**src/rtl/microplexer_cfg_loader.sv**
```systemverilog
// Configuration loader for a bank of microplexers: hunts for a sync byte, assembles
// packed 4-bit select masks, verifies an XOR checksum and commits all masks in one edge.
module microplexer_cfg_loader #(
    parameter int NUM_MUX = 8,
    parameter int SEL_W   = 4
) (
    input  logic                     clk,
    input  logic                     reset,
    input  logic [7:0]               cfg_data,
    input  logic                     cfg_valid,
    output logic                     cfg_ready,
    output logic [NUM_MUX*SEL_W-1:0] sel_flat,
    output logic                     cfg_loaded,
    output logic                     cfg_done,
    output logic                     cfg_err
);

    localparam int               NUM_BYTES = NUM_MUX / 2;
    localparam int               CNT_W     = $clog2(NUM_BYTES) + 1;
    localparam logic [CNT_W-1:0] LAST_IDX  = CNT_W'(NUM_BYTES - 1);
    localparam logic [7:0]       SYNC_BYTE = 8'hA5;

    typedef enum logic [1:0] {
        S_HUNT,
        S_LOAD,
        S_CHECK,
        S_COMMIT
    } state_t;

    state_t                     r_state;
    logic [CNT_W-1:0]           r_cnt;
    logic [7:0]                 r_xor;
    logic [NUM_MUX*SEL_W-1:0]   r_shadow;
    logic [NUM_MUX*SEL_W-1:0]   r_sel;
    logic                       r_ready;
    logic                       r_loaded;
    logic                       r_done;
    logic                       r_err;
    logic                       w_accept;

    assign w_accept   = cfg_valid & r_ready;
    assign cfg_ready  = r_ready;
    assign sel_flat   = r_sel;
    assign cfg_loaded = r_loaded;
    assign cfg_done   = r_done;
    assign cfg_err    = r_err;

    // NOTE: all state, including the shadow mask, is updated with non-blocking
    // assignments so every register samples pre-edge values of its neighbours.
    always_ff @(posedge clk) begin
        if (reset) begin
            r_state  <= S_HUNT;
            r_cnt    <= '0;
            r_xor    <= '0;
            r_shadow <= '0;
            r_sel    <= '0;
            r_ready  <= 1'b0;
            r_loaded <= 1'b0;
            r_done   <= 1'b0;
            r_err    <= 1'b0;
        end else begin
            r_done  <= 1'b0;
            r_err   <= 1'b0;
            r_ready <= 1'b1;
            case (r_state)
                S_HUNT: begin
                    if (w_accept && cfg_data == SYNC_BYTE) begin
                        r_state <= S_LOAD;
                        r_cnt   <= '0;
                        r_xor   <= '0;
                    end
                end
                S_LOAD: begin
                    // A sync value inside the payload is ordinary data: no resync here.
                    if (w_accept) begin
                        r_shadow[8*r_cnt +: 8] <= cfg_data;
                        r_xor                  <= r_xor ^ cfg_data;
                        r_cnt                  <= r_cnt + 1'b1;
                        if (r_cnt == LAST_IDX) begin
                            r_state <= S_CHECK;
                        end
                    end
                end
                S_CHECK: begin
                    if (w_accept) begin
                        if (cfg_data == r_xor) begin
                            r_state <= S_COMMIT;
                            r_ready <= 1'b0;
                        end else begin
                            r_state  <= S_HUNT;
                            r_err    <= 1'b1;
                            r_shadow <= '0;
                        end
                    end
                end
                S_COMMIT: begin
                    r_sel    <= r_shadow;
                    r_loaded <= 1'b1;
                    r_done   <= 1'b1;
                    r_state  <= S_HUNT;
                end
                default: begin
                    r_state <= S_HUNT;
                end
            endcase
        end
    end

endmodule

```
**config.mk**
```make
export PLATFORM = sky130hd
export DESIGN_NAME = microplexer_cfg_loader
export DESIGN_NICKNAME = d
export VERILOG_FILES = /design/src/rtl/microplexer_cfg_loader.sv
export SDC_FILE = /design/constraint.sdc
export NUM_CORES = 1
export LEC_CHECK = 0
export ABC_AREA = 1
export CAP_MARGIN = 20
export CORE_ASPECT_RATIO = 1.4
export CORE_MARGIN = 8
export CORE_UTILIZATION = 45
export DETAILED_ROUTE_END_ITERATION = 10
export DONT_BUFFER_PORTS = 1
export PLACE_DENSITY = 0.57
export SYNTH_ARGS = -nofsm -noshare
export SYNTH_HDL_FRONTEND = slang
export SYNTH_SLANG_ARGS = --single-unit
```
**constraint.sdc**
```tcl
create_clock -name clk -period 2.5 [get_ports clk]
set_input_delay 0.5 -clock clk [delete_from_list [all_inputs] [get_ports clk]]
set_output_delay 0.5 -clock clk [all_outputs]
set_load 0.005 [all_outputs]
```
======== After elaboration in Yosys (flattened, before gate mapping) ========
Cells that the tools add are included.
storage, ports and cells
  register bits after elaboration ......... 81
  input bits .............................. 11
  output and inout bits ................... 36
  word-level logic and storage cells ...... 57
cells by class
  $add $sub $neg .......................... 2
  equality and inequality tests ........... 11
  shift operators ......................... 2
  mux-type cells .......................... 21
  bitwise logic cells ..................... 4
  reduce and logical (&&, ||, !) cells .... 8
operators with widths
  kind                                                                     number
  32-bit two-way mux                                                       3
  32-bit case mux with 2 select lines                                      1
  6-bit negator with 34-bit output                                         1
  8-bit by 34-bit variable shift with 32-bit output, first input constant  1
  8-bit by 34-bit variable part select with 32-bit output                  1
  32-bit bitwise mux                                                       1
  8-bit two-way mux                                                        2
  8-bit case mux with 2 select lines                                       1
  2-bit two-way mux                                                        5
  2-bit inequality test, second input constant                             5
  8-bit equality test                                                      1
  8-bit equality test, second input constant                               1
  2-bit case mux with 4 select lines                                       1
  4-bit AND reduction                                                      2
  8-bit XOR                                                                1
  3-bit two-way mux                                                        2
  3-bit case mux with 2 select lines                                       1
  2-bit equality test, second input constant                               2
  1-bit two-way mux                                                        4
  2-bit nonzero test                                                       2
  3-bit by 1-bit adder with 3-bit output, second input constant            1
  3-bit by 2-bit equality test with 1-bit output, second input constant    1
  3-bit AND reduction                                                      1
  3-bit OR reduction                                                       1
  other kinds (5)                                                          6

======== Longest topological paths before layout ========
  word-level depth ........................ 5
  depth in mapped cells ................... 11
  depth with buffers taken out ............ 10

======== Worst setup path after synthesis ========
Ideal clock, no wire load.
  path kind ............................... register -> register
  from .................................... register r_cnt[0]
  to ...................................... register r_shadow[6]
  data arrival time ....................... 1919 ps
  data required time ...................... 2368 ps
  slack ................................... 449 ps
  cell stages (with the launch flop) ...... 11
  cell sequence ........................... dfxtp_1 -> buf_2 -> clkinv_1 -> ha_1 -> ha_1 -> nor3b_1 -> nand4_1 -> nand2_1 -> nand3_2 -> nand2_1 -> a21oi_1
between the ends
  longest elaborated chain between the ends .. 5
  elaborated cells on any way between the ends .. 6
  those cells by class .................... add/sub: 1; shift: 2; mux: 3
ends and longest elaborated chain
  element                                                                                                                       RTL line  text
  start, declared                                                                                                               31        logic [CNT_W-1:0] r_cnt;
  start signal, assigned                                                                                                        78        r_cnt <= r_cnt + 1'b1;
  6-bit negator with 34-bit output *                                                                                            76        r_shadow[8*r_cnt +: 8] <= cfg_data;
  8-bit by 34-bit variable part select with 32-bit output or 8-bit by 34-bit variable shift with 32-bit output (tied branches)  76
  32-bit bitwise mux *                                                                                                          76
  32-bit two-way mux *                                                                                                          75        if (w_accept) begin
  32-bit case mux with 2 select lines *                                                                                         65        case (r_state)
  end signal, assigned by index                                                                                                 76
  end, declared                                                                                                                 33        logic [NUM_MUX*SEL_W-1:0] r_shadow;
Every way passes the cells marked *; elsewhere a longest branch is shown, timed or not. The select of a mux whose other input is x is not followed.
A chain may end at the register's enable or synchronous reset.

======== Final worst setup path ========
  from .................................... register r_cnt[1]
  to ...................................... register r_shadow[27]
Same word-level chain as after synthesis.

==> metrics <==
HP Start reset; vias in the first global route 2896; share of cells above drive strength 1 around 7.5%; number of clock sinks just over 80; Inst Count DP 580; Crit path largest cell delay 380 ps; maxcap violations 0; Hold Buf Count CTS 0; crit share post-route 78.0%; crit start category flop; worst hold path type in -> reg; Die H 121 um; Worst path slowest cell dfxtp_1; Starting Density 46.2%; max-slew violations 0; clk buf depth 2; Syn Area/Cell 7.19 um^2; Slew headroom 60.6%; WP buf/inv 1; antenna violations before repair 0; Worst Setup SP r_cnt[1]$_SDFFE_PP0P_; Residual DRC 0; Worst Tran Pin Value around 590 ps; RR Startpoint r_cnt[1]$_SDFFE_PP0P_; H-tree depth 3; Post-Route WL 8650 um; crit end category flop; critical path data arrival time around 2200 ps; synth warn 0; Most common cell on crit path ha_1; R2R cell count 8; leakage roughly 1.6 nW; Antenna Diode Count 0; largest net degree at the start of global routing 42; antenna-violating nets left 0; CTS Root Cell clkbuf_8; commonest non-fill, non-tap cell in the layout nand2_1; Post-Place Setup Slack roughly 500 ps; Clk Latency, worst-skew pair 360 ps; Post-Route Hold Slack between 150 and 200 ps; post-DR vias/cell approximately 5.1; post-route setup slack 549 ps; Setup violations, final 0; Post-Syn Instances 495; power density over cell area 626 nW/um^2; Non-Filler Instances 596; Final nets 508; I/O pins 47; CP Cell Sequence inv_1, ha_1, ha_1, nand2_1, nand2_2, nand3_2, a21oi_1, nor2_1; area grow syn2layout 8.19%; die area between 10000 and 15000 um^2; first-pass GRT wire length 14600 um; Synth top area share 45.5%; Max Clk Rate 513 MHz; clock-pin transition on the worst setup and hold timing paths 80 ps; WP data required approximately 2800 ps; most frequent cells in the layout nand2_1, dfxtp_1, nor2_1; total design power around 2.4 mW; endpoints failing hold 0; CP top delay family simple AND/OR/NAND/NOR gates; I/O Buffers 0; CP Class reg -> reg; register area share after synthesis 45.5%; Area contributors post-synth dfxtp_1, nand2_1, nor2_1; r2r endpoint r_shadow[27]$_SDFFE_PP0P_; internal reg-to-reg setup slack 550 ps; GRT Util Overall 16.4%; syn nets 512; synthesized cell area 3560 um^2; skew final 6.11 ps; RSZ-0062 raised after global routing false; Die X 91.2 um; VDD IR-drop max 0.000322 V; Worst Hold End r_shadow[16]$_SDFFE_PP0P_; Synth cell types 26; row cnt 38; Final TNS setup 0 ps; cts bufs inserted 9; grt total ovfl 0; DRT iter0 DRCs 96; post-DP HPWL 6250 um; Via Count 3064; crit-path max FO 12; hold path cells 1; RePlAce Congestion a little under 0.8; DR pass1 iterations 4; WL/cell 14.5 um; Setup Buffers After CTS 0; Seq cells post-synth 81; top cell type by total area after synthesis dfxtp_1; crit path time final 1950 ps; status completed; Core Area between 7000 and 8000 um^2; Resized Gates After CTS 0; CTS tree yes
[worst register-to-register path, delay by kind of cell, from the launching register on]
kind	cells	cell delay, ps
buffers and inverters	1	100
and+or+nand+nor	4	590
adders and majority gates	2	510
AOI/OAI and AO/OA	1	270
DFF	1	380
[sequential cells by signal (all words and copies together) (netlist names)]
register / cells
cfg_loaded: 1
r_xor: 8
cfg_done: 1
sel_flat: 32
cfg_ready: 1
r_state: 2
r_cnt: 3
cfg_err: 1
r_shadow: 32
[cell usage after synthesis, drive strengths merged]
cell type / count
dfxtp: 81
nor3b: 1
nor3: 8
nand3: 27
buf: 11
nand4: 23
inv: 58
ha: 6
o21ai: 46
clkinv: 1
a21oi: 47
clkbuf: 12
nand2: 102
nor2: 72
[through the flow]
| stage | utilization, % | area (um^2) |
|---|---|---|
| after floorplan | - | 3560 |
| after global placement | 47.1 | 3630 |
| after detailed placement | 47.1 | 3630 |
| after CTS | 50.0 | 3850 |
| after global routing | 50.0 | 3850 |
| final | 50.0 | 3850 |
[cell type report]
class | instances | area [um^2]
Tap cell | 100 | 125
Clock inverter | 4 | 76.3
Clock buffer | 12 | 145
Timing Repair Buffer | 8 | 60.1
Multi-Input combinational cell | 332 | 1600
Fill cell | 830 | 3850
Sequential cell | 81 | 1620
Inverter | 59 | 221
[where the power goes]
group          switching, mW  internal [mW]  leakage (nW)
Sequential           0.00107           1.29         0.652
Clock                  0.478          0.592         0.107
Combinational         0.0360         0.0149         0.849
[kinds of logic after synthesis]
logic type | count (synthesis) | share of synthesized area, %
DFF | 81 | 45.5
and+or+nand+nor | 233 | 29.8
AOI/OAI and AO/OA | 93 | 13.1
adders and majority gates | 6 | 2.11
buffers and inverters | 82 | 9.45
[how the worst max path moves through the flow]
stage	endpoint	slack (ps)	depth (start not counted)
5_1_grt	r_cnt[0]$_SDFFE_PP0P_	320	7
2_1_floorplan	r_shadow[6]$_SDFFE_PP0P_	450	10
4_1_cts	r_shadow[27]$_SDFFE_PP0P_	540	8
3_5_place_dp	r_cnt[0]$_SDFFE_PP0P_	510	7
3_3_place_gp	r_cnt[1]$_SDFFE_PP0P_	570	7
6_report	r_shadow[27]$_SDFFE_PP0P_	550	8
[metal layers]
layer / GRT usage, % / vias to the layer above / routed length [um]
met2: 27.1 / 62 / 4130
li1: - / 1590 / -
met5: 0 / - / 0
met3: 5.51 / 14 / 563
met4: 7.91 / 0 / 172
met1: 18.7 / 1398 / 3780
Power figures use the tool's default switching activity.
